[src/rtl/tone_pkg.sv]
// tone_pkg: shared definitions for the tone path (buzzer and detector).
//   - note codes 1..7 (LA, DO, MI, SOL, RE, FA, SI), 0 = unknown
//   - nominal full-cycle periods in 50 MHz clocks
//   - classify(): period -> note code, inclusive windows nominal +/- (nominal >> tol_shift)
//   - note_onehot(): note code -> {SI,FA,RE,SOL,MI,DO,LA}
package tone_pkg;

  localparam int unsigned NOTE_W = 3;

  typedef enum logic [NOTE_W-1:0] {
    NOTE_NONE = 3'd0,
    NOTE_LA   = 3'd1,
    NOTE_DO   = 3'd2,
    NOTE_MI   = 3'd3,
    NOTE_SOL  = 3'd4,
    NOTE_RE   = 3'd5,
    NOTE_FA   = 3'd6,
    NOTE_SI   = 3'd7
  } note_t;

  typedef enum logic [1:0] {
    ST_SILENT = 2'd0,
    ST_ARMED  = 2'd1,
    ST_LOCKED = 2'd2
  } det_state_t;

  localparam logic [31:0] PER_LA  = 32'd113636;
  localparam logic [31:0] PER_DO  = 32'd47778;
  localparam logic [31:0] PER_MI  = 32'd37922;
  localparam logic [31:0] PER_SOL = 32'd127551;
  localparam logic [31:0] PER_RE  = 32'd42566;
  localparam logic [31:0] PER_FA  = 32'd35793;
  localparam logic [31:0] PER_SI  = 32'd50619;

  function automatic logic in_window(input logic [31:0] period,
                                     input logic [31:0] nominal,
                                     input int unsigned tol_shift);
    logic [31:0] tol;
    tol = nominal >> tol_shift;
    return (period >= (nominal - tol)) && (period <= (nominal + tol));
  endfunction

  // Checked in priority order so an overlap (only possible with a wide
  // tolerance) resolves deterministically.
  function automatic note_t classify(input logic [31:0] period,
                                     input int unsigned tol_shift);
    note_t code;
    code = NOTE_NONE;
    if      (in_window(period, PER_LA,  tol_shift)) code = NOTE_LA;
    else if (in_window(period, PER_DO,  tol_shift)) code = NOTE_DO;
    else if (in_window(period, PER_MI,  tol_shift)) code = NOTE_MI;
    else if (in_window(period, PER_SOL, tol_shift)) code = NOTE_SOL;
    else if (in_window(period, PER_RE,  tol_shift)) code = NOTE_RE;
    else if (in_window(period, PER_FA,  tol_shift)) code = NOTE_FA;
    else if (in_window(period, PER_SI,  tol_shift)) code = NOTE_SI;
    return code;
  endfunction

  function automatic logic [6:0] note_onehot(input note_t code);
    logic [6:0] oh;
    oh = '0;
    case (code)
      NOTE_LA:  oh = 7'b000_0001;
      NOTE_DO:  oh = 7'b000_0010;
      NOTE_MI:  oh = 7'b000_0100;
      NOTE_SOL: oh = 7'b000_1000;
      NOTE_RE:  oh = 7'b001_0000;
      NOTE_FA:  oh = 7'b010_0000;
      NOTE_SI:  oh = 7'b100_0000;
      default:  oh = '0;
    endcase
    return oh;
  endfunction

endpackage

[src/rtl/tone_period_meter.sv]
// tone_period_meter: synchronises tone_in, detects rising edges and counts
// clocks between them.
//   clk, rst  : system clock, async active-high reset
//   tone_in   : asynchronous square-wave input
//   rise      : one-cycle pulse on a synchronised rising edge
//   period    : running clock count since the last rise (saturating); sampled
//               while rise is high it is the full period just completed
module tone_period_meter #(
  parameter int unsigned PER_W = 20
) (
  input  logic             clk,
  input  logic             rst,
  input  logic             tone_in,
  output logic             rise,
  output logic [PER_W-1:0] period
);

  logic             sync1;
  logic             sync2;
  logic             prev;
  logic [PER_W-1:0] per_cnt;

  always_ff @(posedge clk or posedge rst) begin
    if (rst) begin
      sync1 <= 1'b0;
      sync2 <= 1'b0;
      prev  <= 1'b0;
    end else begin
      sync1 <= tone_in;
      sync2 <= sync1;
      prev  <= sync2;
    end
  end

  assign rise = sync2 & ~prev;

  // Loaded with 1 on a rise so that the value seen at the next rise is the
  // exact number of clocks between the two rises.
  always_ff @(posedge clk or posedge rst) begin
    if (rst) begin
      per_cnt <= '0;
    end else if (rise) begin
      per_cnt <= PER_W'(1);
    end else if (per_cnt != '1) begin
      per_cnt <= per_cnt + 1'b1;
    end
  end

  assign period = per_cnt;

endmodule

[src/rtl/tone_detector.sv]
// tone_detector: decodes an incoming square-wave tone to seven one-hot note
// lines by period measurement, with multi-period confirmation and silence
// timeout.
//   clk, rst        : 50 MHz clock, async active-high reset
//   tone_in         : asynchronous square-wave input
//   LA..SI          : one-hot decoded note, all 0 when nothing is locked
//   silent          : no rising edge within TIMEOUT clocks
//   note_strobe     : one-cycle pulse when outputs change to a new note
module tone_detector
  import tone_pkg::*;
#(
  parameter int unsigned PER_W     = 20,
  parameter int unsigned TOL_SHIFT = 6,
  parameter int unsigned CONFIRM   = 2,
  parameter int unsigned TIMEOUT   = 262143
) (
  input  logic clk,
  input  logic rst,
  input  logic tone_in,
  output logic LA,
  output logic DO,
  output logic MI,
  output logic SOL,
  output logic RE,
  output logic FA,
  output logic SI,
  output logic silent,
  output logic note_strobe
);

  localparam logic [2:0]       CONFIRM_C = 3'(CONFIRM);
  localparam logic [PER_W-1:0] TIMEOUT_C = PER_W'(TIMEOUT);

  logic             rise;
  logic [PER_W-1:0] period;
  note_t            code;
  logic             timeout_hit;

  det_state_t state, state_nxt;
  note_t      cand, cand_nxt;
  logic [2:0] match_cnt, match_nxt;
  logic [6:0] notes, notes_nxt;
  logic       silent_nxt;
  logic       strobe_nxt;

  tone_period_meter #(
    .PER_W(PER_W)
  ) u_meter (
    .clk    (clk),
    .rst    (rst),
    .tone_in(tone_in),
    .rise   (rise),
    .period (period)
  );

  assign code = classify(32'(period), TOL_SHIFT);

  // per_cnt keeps counting past TIMEOUT, so this matches only once per
  // silence episode; a coincident rise takes precedence.
  assign timeout_hit = (period == TIMEOUT_C) && !rise;

  always_comb begin
    state_nxt  = state;
    cand_nxt   = cand;
    match_nxt  = match_cnt;
    notes_nxt  = notes;
    silent_nxt = silent;
    strobe_nxt = 1'b0;

    if (timeout_hit && (state != ST_SILENT)) begin
      state_nxt  = ST_SILENT;
      cand_nxt   = NOTE_NONE;
      match_nxt  = '0;
      notes_nxt  = '0;
      silent_nxt = 1'b1;
    end else begin
      // Output update acts on the registered confirmation, one clock after
      // the rise that completed it; re-evaluating while saturated is a no-op.
      if ((state != ST_SILENT) && (match_cnt == CONFIRM_C)) begin
        if (cand == NOTE_NONE) begin
          notes_nxt  = '0;
          silent_nxt = 1'b0;
          state_nxt  = ST_ARMED;
        end else if (note_onehot(cand) != notes) begin
          notes_nxt  = note_onehot(cand);
          silent_nxt = 1'b0;
          strobe_nxt = 1'b1;
          state_nxt  = ST_LOCKED;
        end
      end

      if (rise) begin
        if (state == ST_SILENT) begin
          state_nxt = ST_ARMED;
        end else if (code == cand) begin
          if (match_cnt != CONFIRM_C) begin
            match_nxt = match_cnt + 3'd1;
          end
        end else begin
          cand_nxt  = code;
          match_nxt = 3'd1;
        end
      end
    end
  end

  always_ff @(posedge clk or posedge rst) begin
    if (rst) begin
      state       <= ST_SILENT;
      cand        <= NOTE_NONE;
      match_cnt   <= '0;
      notes       <= '0;
      silent      <= 1'b1;
      note_strobe <= 1'b0;
    end else begin
      state       <= state_nxt;
      cand        <= cand_nxt;
      match_cnt   <= match_nxt;
      notes       <= notes_nxt;
      silent      <= silent_nxt;
      note_strobe <= strobe_nxt;
    end
  end

  assign {SI, FA, RE, SOL, MI, DO, LA} = notes;

endmodule

[config.mk]
export PLATFORM = sky130hd
export DESIGN_NAME = tone_detector
export DESIGN_NICKNAME = d
export VERILOG_FILES = /design/src/rtl/tone_pkg.sv /design/src/rtl/tone_period_meter.sv /design/src/rtl/tone_detector.sv
export SDC_FILE = /design/constraint.sdc
export NUM_CORES = 1
export LEC_CHECK = 0
export ABC_CLOCK_PERIOD_IN_PS = 3300
export CORE_MARGIN = 4
export CORE_UTILIZATION = 35
export DETAILED_ROUTE_END_ITERATION = 6
export MAX_ROUTING_LAYER = met4
export SLEW_MARGIN = 10
export SYNTH_ARGS = -nofsm -noshare
export SYNTH_HDL_FRONTEND = slang
export SYNTH_SLANG_ARGS = --single-unit
[constraint.sdc]
create_clock -name clk -period 3.3 [get_ports clk]
set_input_delay 0.495 -clock clk [delete_from_list [all_inputs] [get_ports clk]]
set_output_delay 0.495 -clock clk [all_outputs]
set_load 0.01 [all_outputs]
==> flow_summary.yaml <==
yosys:
  synth.area.top_cells: "dfrtp_1 (34%), nor2_1 (5.7%), nand2_1 (4.4%)"
  yosys.area.top_type: "dfrtp_1"
  synthMuxAreaShare_pct: 1.21
  synthXorXnorAreaFrac_pct: 5.73
  yosysWarnings: 0
  yosys.cell_types.count: 65
  syn_inst: 351
  synth_seq_cells: 40
  synth_compound_area_share_pct: 18.3
  ys.flop_type: "dfrtp_1"
  synth-simple-area-share_pct: 33.1
  yosys-top-cells-count: "nor2_1 (44), dfrtp_1 (39), nand2_1 (34), a21oi_1 (15), clkbuf_1 (15)"
  synth_top_family_by_area: "simple AND/OR/NAND/NOR gates"
  synthArstFlopShare_pct: 100
  synth_edf_count: 0
  avgSynthCellArea_um2: 8.22
  synth_adder_area_share_pct: 2.60
  ys_seq_area_share_pct: 34.8
  syn_area_um2: 2880
  syn-num-nets: 360
  synth_top_area_share_pct: 33.8
  synthMostInstantiatedCell: "nor2_1"
clocking:
  cts_tree: "yes"
  cts.clk_slew.worst_paths_ps: 90
  postCtsSetupRepairBufs: 0
  cts_resized: 0
  cts_hold_buf: 0
  ctsRootBufferMaster: "clkbuf_8"
  cts_buffers: 5
  htree_levels: 2
  clk_latency_ps: 300
  clock-sinks: 40
  cts_max_path_buffers: 2
drt:
  wirelength_um: 7270
  drc: 0
  drt_first_pass_iters: 5
  vias_per_cell: 5.82
  antenna_left: 0
  wl_per_cell_um: 15.6
  dr_total_vias: 2707
  drt_iter0_markers: 258
timing:
  setup_tns_ps: 0
  hold_viol: 0
  report.final.slew_viol_count: 0
  timing.final.crit_share_pct: 93.6
  skew_ps: 5.10
  hold_ws_ps: 359
  rsz0062_at_grt: "no"
  period_minus_slack_ps: 3090
  fmax_mhz: 324
  setup_viol: 0
  tightest_slew_ps: 581
  slew_headroom_pct: 61.3
worst_setup_path:
  end_kind: "flip-flop"
  required_ps: 3490
  crit_chain: "or3_1, nor4_1, a2bb2oi_1, o221a_1, or4_4, a2bb2oi_4, a31oi_2, mux2_4"
  cp_data_arrival_time_ps: 3280
  crit_type: "reg -> reg"
  slowest_stage: "or4_4"
  worst-path-buf-inv: 0
  start_kind: "flip-flop"
  critPathMaxStageDelay_ps: 540
  crit_family: "simple AND/OR/NAND/NOR gates"
  path_max_fanout: 10
floorplanning:
  die_area_um2: 9760
  chipWidth_um: 98.8
  core_area_um2: 7890
  start_util_pct: 36.6
  std_cell_rows: 32
  fp.dieH_um: 98.8
  io_pins: 12
power_and_ir_drop:
  vdd_drop_max_mv: 0.209
  p_leak_nw: 1.30
  fin_total_pwr_mw: 1.25
  p_per_area_nw_per_um2: 383
flow_run:
  drv_cap: 0
layout:
  fin_cells: 465
  diodes: 0
  area_growth_pct: 13.2
  layout.nets: 371
  fillerInstances: 775
  drive_gt1_share_pct: 8.82
global_route:
  grt-ovfl-total: 0
  grt_max_degree: 41
  track_usage_pct: 15.8
  grt_pass1_vias: 2488
  grt_first_pass_wirelength_um: 12400
  antenna_found_initial: 0
placement:
  portBuffers: 11
  dp_hpwl_um: 5280
  post-place-cells: 457
  gp_congestion: 0.934
status:
  outcome: "finished clean"
hold_path:
  hp-class: "reg -> reg"
## cells in the final DEF, fill, tap and decap left out, types with 2 or more instances in the layout
cell type	instances
o21ai_0	12
nor2_1	44
and2_1	5
nand2_1	34
nor2b_1	6
o211ai_1	2
nand4_1	11
o22ai_1	2
nand2b_1	7
o41ai_1	4
dfrtp_1	39
xor2_1	11
and4_1	4
buf_4	16
nand3_1	14
nand3b_1	5
a2111oi_0	2
nor3b_1	3
nor4b_1	2
nor4_1	8
o21a_1	2
a21oi_1	15
o21bai_1	2
or3_1	8
inv_1	8
clkdlybuf4s50_1	11
clkbuf_8	5
and3_1	9
nor3_1	11
mux2i_1	2
o31ai_1	2
o31a_1	3
a41oi_1	2
a211oi_1	2
a31oi_1	3
ha_1	6
xnor2_1	6
or4_1	4
nor4bb_1	2
## per-layer routing
layer | part of all wire (%) | global-route usage, % | vias to the layer above
met1 | 50 | 22.3 | 1300
met2 | 44 | 22.9 | 81
met3 | 3.9 | 2.69 | 14
met4 | 1.7 | 4.94 | 0
li1 | - | - | 1312
met5 | 0 | - | -
## kinds of logic (layout without fill, tap and decap cells)
group           Yosys count  after routing
simple gates            181            181
fa+ha+maj                 6              6
compound gates           72             72
buf+inv                  31             43
mux                       3              3
xor+xnor                 18             18
flops                    40             40
## where the power goes
part	internal [mW]	total, mW	switching, mW
Combinational	0.0945	0.217	0.122
Clock	0.228	0.418	0.190
Sequential	0.530	0.615	0.0842
## registers in the layout (all words and copies together), names as in the netlist
signal          cells
u_meter.period     20
notes               7
cand                3
match_cnt           3
state               2
note_strobe         1
silent              1
u_meter.prev        1
u_meter.sync1       1
u_meter.sync2       1
## worst paths after layout
check	from	to	slack [ps]	cells past startpoint
setup / recovery	u_meter.period[10]	cand[1]	210	8
hold / removal	u_meter.sync1	u_meter.sync2	360	0
setup reg to reg	u_meter.period[10]	cand[1]	210	8
hold reg to reg	u_meter.sync1	u_meter.sync2	360	0
max in group asynchronous	rst	u_meter.period[10]	2330	3
min in group asynchronous	rst	note_strobe	610	3
## cell type report
class	instances	area, um2	share of cell area [%]
Clock inverter	3	46.3	1.42
Multi-Input combinational cell	280	1760	53.9
Timing Repair Buffer	27	230	7.05
Sequential cell	40	1000	30.7
Clock buffer	5	68.8	2.11
Tap cell	102	128	3.91
Inverter	8	30.0	0.920
## through the flow
| step | cell area [um2] | setup WS (ps) | util [%] |
|---|---|---|---|
| floorplan | 2880 | 483 | - |
| global placement | 3150 | 282 | 39.9 |
| detailed placement | 3150 | 240 | 39.9 |
| CTS | 3260 | 233 | 41.4 |
| global route | 3260 | 1.35 | 41.4 |
| finish | 3260 | 211 | 41.4 |
Note: power is estimated with default switching activity, not from simulation.
